--- config.mk ---
export PLATFORM = sky130hd
export DESIGN_NAME = effect_sample_driver_flat
export DESIGN_NICKNAME = d
export VERILOG_FILES = /design/src/rtl/effect_sample_driver_if.sv /design/src/rtl/effect_sample_driver.sv /design/src/flat_wrapper.sv
export SDC_FILE = /design/constraint.sdc
export NUM_CORES = 1
export LEC_CHECK = 0
export ABC_AREA = 0
export CAP_MARGIN = 20
export CORE_MARGIN = 2
export CORE_UTILIZATION = 46
export CTS_BUF_LIST = sky130_fd_sc_hd__clkbuf_2
export DETAILED_ROUTE_END_ITERATION = 6
export DONT_BUFFER_PORTS = 1
export GPL_ROUTABILITY_DRIVEN = 0
export PLACE_DENSITY = 0.72
export REMOVE_ABC_BUFFERS = 1
export SLEW_MARGIN = 20
export SYNTH_ARGS = -nofsm -noshare
export SYNTH_HDL_FRONTEND = slang
export SYNTH_SLANG_ARGS = --single-unit
export TNS_END_PERCENT = 1
--- constraint.sdc ---
create_clock -name clock -period 7.45 [get_ports clock]
set_clock_uncertainty 0.15 [all_clocks]
set_input_delay 1.8625 -clock clock [delete_from_list [all_inputs] [get_ports clock]]
set_output_delay 1.8625 -clock clock [all_outputs]
set_load 0.1 [all_outputs]
--- src/rtl/effect_sample_driver_if.sv ---
// Sample handshake bundle: codec-side input, effect start/done channel and downstream output.
// The driver uses the master view; the surrounding environment uses the slave view.
interface effect_sample_driver_if #(
  parameter int unsigned DATA_W     = 12,
  parameter int unsigned FIFO_DEPTH = 4
);
  logic                          in_ready;
  logic [DATA_W-1:0]             in_sample;
  logic                          enable;
  logic                          fx_start;
  logic [DATA_W-1:0]             fx_sample;
  logic                          fx_done;
  logic [DATA_W-1:0]             fx_result;
  logic                          out_valid;
  logic [DATA_W-1:0]             out_sample;
  logic [$clog2(FIFO_DEPTH):0]   fifo_count;
  logic                          overflow;
  logic                          timeout_err;

  modport master (
    input  in_ready, in_sample, enable, fx_done, fx_result,
    output fx_start, fx_sample, out_valid, out_sample, fifo_count, overflow, timeout_err
  );

  modport slave (
    output in_ready, in_sample, enable, fx_done, fx_result,
    input  fx_start, fx_sample, out_valid, out_sample, fifo_count, overflow, timeout_err
  );
endinterface

--- src/rtl/effect_sample_driver.sv ---
// Queues codec samples and issues them one at a time to an effect via start/done,
// with bypass and a dry-sample fallback when the effect does not answer in time.
module effect_sample_driver #(
  parameter int unsigned DATA_W     = 12,
  parameter int unsigned FIFO_DEPTH = 4,
  parameter int unsigned TIMEOUT    = 63
) (
  input logic                   clock,
  input logic                   reset,
  effect_sample_driver_if.master bus
);
  localparam int unsigned AW = $clog2(FIFO_DEPTH);
  localparam int unsigned CW = AW + 1;
  localparam int unsigned TW = (TIMEOUT > 1) ? $clog2(TIMEOUT) : 1;

  typedef enum logic [1:0] {StIdle, StIssue, StWait} state_e;

  state_e            state_q, state_d;
  logic [TW-1:0]     timer_q, timer_d;
  logic [DATA_W-1:0] fx_sample_q, fx_sample_d;
  logic [DATA_W-1:0] out_sample_q, out_sample_d;
  logic              out_valid_q, out_valid_d;
  logic              timeout_err_q, timeout_set;
  logic              overflow_q;
  logic              fx_start;

  logic [DATA_W-1:0] mem_q [FIFO_DEPTH];
  logic [AW-1:0]     wr_ptr_q, rd_ptr_q;
  logic [CW-1:0]     count_q, count_d;
  logic              empty, full, pop, push_ok;
  logic [DATA_W-1:0] head;

  assign empty   = (count_q == '0);
  assign full    = (count_q == CW'(FIFO_DEPTH));
  assign head    = mem_q[rd_ptr_q];
  // A full queue still accepts a push when the head leaves in the same cycle.
  assign push_ok = bus.in_ready && (!full || pop);

  always_comb begin
    count_d = count_q;
    if (push_ok && !pop) begin
      count_d = count_q + CW'(1);
    end else if (!push_ok && pop) begin
      count_d = count_q - CW'(1);
    end
  end

  always_comb begin
    state_d      = state_q;
    timer_d      = timer_q;
    fx_sample_d  = fx_sample_q;
    out_sample_d = out_sample_q;
    out_valid_d  = 1'b0;
    timeout_set  = 1'b0;
    pop          = 1'b0;
    fx_start     = 1'b0;
    unique case (state_q)
      StIdle: begin
        if (!empty) begin
          pop         = 1'b1;
          fx_sample_d = head;
          if (bus.enable) begin
            state_d = StIssue;
          end else begin
            out_sample_d = head;
            out_valid_d  = 1'b1;
          end
        end
      end
      StIssue: begin
        fx_start = 1'b1;
        timer_d  = '0;
        state_d  = StWait;
      end
      StWait: begin
        timer_d = timer_q + TW'(1);
        if (bus.fx_done) begin
          out_sample_d = bus.fx_result;
          out_valid_d  = 1'b1;
          state_d      = StIdle;
        end else if (timer_q == TW'(TIMEOUT - 1)) begin
          // Effect never answered: pass the dry sample through instead.
          out_sample_d = fx_sample_q;
          out_valid_d  = 1'b1;
          timeout_set  = 1'b1;
          state_d      = StIdle;
        end
      end
      default: state_d = StIdle;
    endcase
  end

  always_ff @(posedge clock or negedge reset) begin
    if (!reset) begin
      state_q       <= StIdle;
      timer_q       <= '0;
      fx_sample_q   <= '0;
      out_sample_q  <= '0;
      out_valid_q   <= 1'b0;
      timeout_err_q <= 1'b0;
      overflow_q    <= 1'b0;
      wr_ptr_q      <= '0;
      rd_ptr_q      <= '0;
      count_q       <= '0;
    end else begin
      state_q      <= state_d;
      timer_q      <= timer_d;
      fx_sample_q  <= fx_sample_d;
      out_sample_q <= out_sample_d;
      out_valid_q  <= out_valid_d;
      count_q      <= count_d;
      if (timeout_set) begin
        timeout_err_q <= 1'b1;
      end
      if (bus.in_ready && !push_ok) begin
        overflow_q <= 1'b1;
      end
      if (push_ok) begin
        wr_ptr_q <= wr_ptr_q + AW'(1);
      end
      if (pop) begin
        rd_ptr_q <= rd_ptr_q + AW'(1);
      end
    end
  end

  always_ff @(posedge clock) begin
    if (push_ok) begin
      mem_q[wr_ptr_q] <= bus.in_sample;
    end
  end

  assign bus.fx_start    = fx_start;
  assign bus.fx_sample   = fx_sample_q;
  assign bus.out_valid   = out_valid_q;
  assign bus.out_sample  = out_sample_q;
  assign bus.fifo_count  = count_q;
  assign bus.overflow    = overflow_q;
  assign bus.timeout_err = timeout_err_q;
endmodule

--- src/flat_wrapper.sv ---
// flat-port wrapper written by rule: the top's interface ports become plain ports
module effect_sample_driver_flat 
#(
  parameter int unsigned DATA_W     = 12,
  parameter int unsigned FIFO_DEPTH = 4,
  parameter int unsigned TIMEOUT    = 63
)
  (clock, reset, bus_in_ready, bus_in_sample, bus_enable, bus_fx_done, bus_fx_result, bus_fx_start, bus_fx_sample, bus_out_valid, bus_out_sample, bus_fifo_count, bus_overflow, bus_timeout_err);
  effect_sample_driver_if #(.DATA_W(DATA_W), .FIFO_DEPTH(FIFO_DEPTH)) bus_i ();
  input logic clock;
  input logic reset;
  input wire logic [$bits(bus_i.in_ready)-1:0] bus_in_ready;
  input wire logic [$bits(bus_i.in_sample)-1:0] bus_in_sample;
  input wire logic [$bits(bus_i.enable)-1:0] bus_enable;
  input wire logic [$bits(bus_i.fx_done)-1:0] bus_fx_done;
  input wire logic [$bits(bus_i.fx_result)-1:0] bus_fx_result;
  output wire logic [$bits(bus_i.fx_start)-1:0] bus_fx_start;
  output wire logic [$bits(bus_i.fx_sample)-1:0] bus_fx_sample;
  output wire logic [$bits(bus_i.out_valid)-1:0] bus_out_valid;
  output wire logic [$bits(bus_i.out_sample)-1:0] bus_out_sample;
  output wire logic [$bits(bus_i.fifo_count)-1:0] bus_fifo_count;
  output wire logic [$bits(bus_i.overflow)-1:0] bus_overflow;
  output wire logic [$bits(bus_i.timeout_err)-1:0] bus_timeout_err;
  assign bus_i.in_ready = bus_in_ready;
  assign bus_i.in_sample = bus_in_sample;
  assign bus_i.enable = bus_enable;
  assign bus_i.fx_done = bus_fx_done;
  assign bus_i.fx_result = bus_fx_result;
  assign bus_fx_start = bus_i.fx_start;
  assign bus_fx_sample = bus_i.fx_sample;
  assign bus_out_valid = bus_i.out_valid;
  assign bus_out_sample = bus_i.out_sample;
  assign bus_fifo_count = bus_i.fifo_count;
  assign bus_overflow = bus_i.overflow;
  assign bus_timeout_err = bus_i.timeout_err;
  effect_sample_driver #(.DATA_W(DATA_W), .FIFO_DEPTH(FIFO_DEPTH), .TIMEOUT(TIMEOUT)) u_core (.clock(clock), .reset(reset), .bus(bus_i));
endmodule
== Word-level counts from Yosys, hierarchy flattened ==
Memories as Yosys holds them, arrays and structs flattened.
Index checks and enable logic that the tools add are counted.
Word-level totals
  bits in registers: 42
  bits in writable memories: 48
  memories kept: 1
Memories
  u_core.mem_q: words 4, bits a word 12, read ports 1, clocked after Yosys merged registers in 0, write ports 1, RTL line effect_sample_driver.sv:27  | logic [DATA_W-1:0] mem_q [FIFO_DEPTH];
Operators by class
  add/sub/neg operators: 5
  eq/ne operators: 8
  multiplexer cells: 25
  bitwise logic cells: 1
  reduce and logical (&&, ||, !) cells: 16
Operators by type and width (number)
  12-bit 2-to-1 mux: 4
  12-bit case mux with 2 select lines: 1
  6-bit case mux with 2 select lines: 1
  1-bit 2-to-1 mux: 11
  2-bit 2-to-1 mux: 4
  6-bit by 1-bit adder with 6-bit output, second input constant: 1
  6-bit == test, second input constant: 1
  3-bit 2-to-1 mux: 2
  2-bit inequality test, second input constant: 3
  2-bit case mux with 3 select lines: 1
  2-bit nonzero test: 3
  2-bit by 1-bit adder with 2-bit output, second input constant: 2
  1-bit logical AND: 4
  4-bit AND reduction: 1
  3-bit by 1-bit adder with 3-bit output, second input constant: 1
  3-bit == test, second input constant: 1
  1-bit zero test: 3
  3-bit zero test: 1
  3-bit by 2-bit inequality test with 1-bit output, second input constant: 1
  3-bit AND reduction: 1
  3-bit by 1-bit subtractor with 3-bit output, second input constant: 1
  2-bit by 1-bit == test with 1-bit output, second input constant: 1
  2-bit == test, second input constant: 1
  2-bit zero test: 1
  other kinds (4): 4

== Depth between registers and ports, before layout ==
  depth in word-level cells: 9
  gate-level depth with buffers: 11
  gate-level depth less buffers: 10

== Least setup slack after synthesis ==
No wires, ideal clock.
  kind: input-to-reg
  start: in bus_in_ready
  end: reg u_core.count_q[2] (netlist: u_core.bus.fifo_count[2])
  setup time: 0.165 ns
  arrival time: 3.118 ns
  required time: 7.135 ns
  path slack: 4.016 ns
  cell stages on the path: 8
  cell sequence: nor2b_1 -> clkbuf_1 -> ha_1 -> inv_1 -> fa_1 -> xor2_1 -> nor2_1 -> xor2_1
On the way
  longest elaborated chain between the ends: 4
  elaborated cells between the ends (all ways): 6
Ends and longest elaborated chain
  from (decl): RTL line flat_wrapper.sv:12  | input wire logic [$bits(bus_i.in_ready)-1:0] bus_in_ready;
  1-bit logical AND *: RTL line effect_sample_driver.sv:37  | assign push_ok = bus.in_ready && (!full || pop);
  net u_core.push_ok: RTL line effect_sample_driver.sv:30  | logic empty, full, pop, push_ok;
  1-bit zero test: RTL line effect_sample_driver.sv:43  | end else if (!push_ok && pop) begin
  1-bit logical AND: RTL line effect_sample_driver.sv:43
  2-bit nonzero test (no line)
  to (signal assigned): RTL line effect_sample_driver.sv:111  | count_q <= count_d;
  to (decl): RTL line effect_sample_driver.sv:29  | logic [CW-1:0] count_q, count_d;
Mark *: on every way through the listed nets, which the timed path passes. The rest lies on a longest branch.
A chain may end at the register's enable or synchronous reset.

== Worst setup path in the final report ==
  start: reg u_core.state_q[1]
  end: out bus_fx_start
On the way
  longest elaborated chain between the ends: 2
Ends and longest elaborated chain
  from (decl): RTL line effect_sample_driver.sv:18  | state_e state_q, state_d;
  from (signal assigned): RTL line effect_sample_driver.sv:95  | state_q <= StIdle;
  from (signal assigned): RTL line effect_sample_driver.sv:106  | state_q <= state_d;
  2-bit by 1-bit == test with 1-bit output: RTL line effect_sample_driver.sv:57  | unique case (state_q)
  1-bit 2-to-1 mux: RTL line effect_sample_driver.sv:57
  to (decl): RTL line flat_wrapper.sv:17  | output wire logic [$bits(bus_i.fx_start)-1:0] bus_fx_start;
Every way passes these cells.

==> out/results.ini <==
[grt]
grt_pass1_vias = 2171
antenna_found_initial = 0
grt_pass1_wl_mm = 11.1
grt_use_total = 0.153
grt_max_degree = 43
grt-ovfl-total = 0

[synthesis]
ys_ff_latch = 90
synth_top_family_by_area = multiplexers
synth_compound_gate_area_share = 0.0598
syn_avg_cell_area_sq_um = 14.0
synthMuxAreaShare = 0.172
syn_inst = 283
ys_warn_count = 0
netlist_area_sq_mm = 0.00395
synthFlopType = edfxtp_1
synth_xor_area_frac = 0.0155
synthAdderAreaFrac = 0.0399
async_reset_ff_frac = 0.467
synth_cell_type_count = 34
yosys.area_share.simple = 0.0554
seq_area_frac_synth = 0.630
synth.top_cell.area_share = 0.365
synth_top_area_cell = edfxtp_1
synth-edff-count = 48
synth_area_leaders = edfxtp_1, dfrtp_1, mux2_2

[timing]
hold_viol = 0
slew_viol_final = 0
tightestPinTransition_ps = 1150
max_freq_ghz = 0.255
relSlewSlack = 0.237
setup_tns_ps = 0
rsz0062_at_grt = no
fin_crit_sh = 0.525
finalWorstPathRequiredPeriod_ps = 3910
setup_violations = 0

[cells_and_area]
final_net_count = 324
syn_to_final_growth_pct = 5.60
fillers = 716
n_antenna_cell = 0
layout-drive-gt1-share = 0.170

[worst_setup_path]
r2r-end = u_core.bus.fifo_count[2]
critPathTopFamily = adder cells
cp_max_fo = 3
r2r_slack_ps = 4360
worstPathRequired_ps = 5440
cp_slowest_cell = ha_1
crit_type = reg -> out
crit_chain = inv_1, ha_1
rr_worst_depth = 8
arrival_ps = 1900
crit_path_end_kind = output port
path_buf_inv = 1
slowest_delay_ps = 830
rr_startpoint = u_core.bus.fifo_count[0]
critPathLaunchType = register

[clock_tree]
tritoncts = built
post_cts_buffers = 0
cts_root_buf = clkbuf_2
cts_hold_buf = 0
path_clk_slew_ps = 240
cts_made_buffers = 9
clk_latency_ps = 520
h-tree-depth = 3
cts.sinks = 90
clockBufferDepth = 2
cts.repair.resized = 0

[floorplan]
ios = 60
die_w_um = 96.7
rows = 33
die_h_um = 96.7
core_sq_mm = 0.00826
start_util = 0.479
dieArea_sq_mm = 0.00935

[drt]
ant_nets = 0
routed-via-count = 2109
drc = 0
totalWireLength_mm = 6.81
dr.pass1.iters = 4
avgViaCountPerCell = 5.37
wl_per_cell_um = 17.3
dr.first_iter.drc_count = 50

[run_status]
status = complete, no violations

[job]
max_cap_violations = 0

[placement]
port-buffer-count = 0
hpwl_mm = 4.61

[min_path]
hp-class = reg -> reg
hold_depth = 1
whs_endpoint = u_core.rd_ptr_q[0]
hold_path.startpoint = u_core.rd_ptr_q[0]

## synthesized netlist by cell type (4+ instances only)
library cell   n
edfxtp_1      48
dfrtp_1       42
o21ai_0       33
mux2_2        28
nand2_1       28
mux2i_1       23
ha_1          11
inv_1         10
mux2_1        10
clkbuf_1       6
and2_1         4
buf_2          4
nor2_1         4
xor2_1         4
## area by class of cell
class | count | area [sq um] | share of cell area
repair buffers | 2 | 15.0 | 0.00360
multi-input cells | 170 | 1360 | 0.325
well taps | 105 | 131 | 0.0315
clock buffers | 9 | 45.0 | 0.0108
inverters | 10 | 37.5 | 0.00899
clock inverters | 7 | 98.8 | 0.0237
flip-flops and latches | 90 | 2490 | 0.597
## logic make-up (layout without fill, tap and decap cells)
kind of cell               Yosys count  in the layout
muxes                               62             62
DFF                                 90             90
AOI/OAI and AO/OA                   41             41
adders and majority gates           12             12
and+or+nand+nor                     48             48
buffers and inverters               23             28
xor gates and xnor gates             7              7
## routing by layer
| metal | global-route usage | routed length, um | up-vias |
|---|---|---|---|
| li1 | - | - | 1013 |
| met1 | 0.201 | 3170 | 1046 |
| met2 | 0.238 | 3170 | 44 |
| met3 | 0.0571 | 388 | 6 |
| met4 | 0.0488 | 74 | 0 |
| met5 | 0 | 0 | - |
## registers in the layout (all words and copies together), names as in the netlist, 2 cells and up
signal                 flops
u_core.state_q             2
u_core.mem_q              48
u_core.bus.fifo_count      3
u_core.rd_ptr_q            2
u_core.wr_ptr_q            2
u_core.bus.fx_sample      12
u_core.bus.out_sample     12
u_core.timer_q             6
## metrics by stage
step	utilization	instances	setup WS [ps]	instance area, sq um	hold slack (ps)
final	0.506	393	3540	4180	402
after global routing	0.506	393	3410	4180	442
after CTS	0.506	393	3500	4180	406
after detailed placement	0.488	377	3880	4030	375
after global placement	0.488	377	3910	4030	362
after floorplan	-	270	3990	3880	343
## cells in the final DEF, fill, tap and decap left out, drive strengths merged, types with 4 or more instances in the layout
| cell | n |
|---|---|
| clkbuf | 9 |
| and2 | 4 |
| xor2 | 4 |
| ha | 11 |
| dfrtp | 42 |
| nand2 | 28 |
| mux2i | 23 |
| edfxtp | 48 |
| o21ai | 34 |
| mux2 | 38 |
| nor2 | 4 |
| inv | 13 |
## worst max-delay path by stage
stage,start,end,slack (ps),depth (start not counted)
global placement,bus_in_ready,u_core.bus.fifo_count[2],3910,7
floorplan,bus_in_ready,u_core.bus.fifo_count[2],3990,7
finish,u_core.state_q[1],bus_fx_start,3540,2
global route,u_core.state_q[1],bus_fx_start,3410,2
detailed placement,bus_in_ready,u_core.bus.fifo_count[2],3880,7
CTS,u_core.state_q[1],bus_fx_start,3500,2
Power is not shown: default switching activity piles up to over one toggle a cycle in this logic, so the estimate is an artifact.
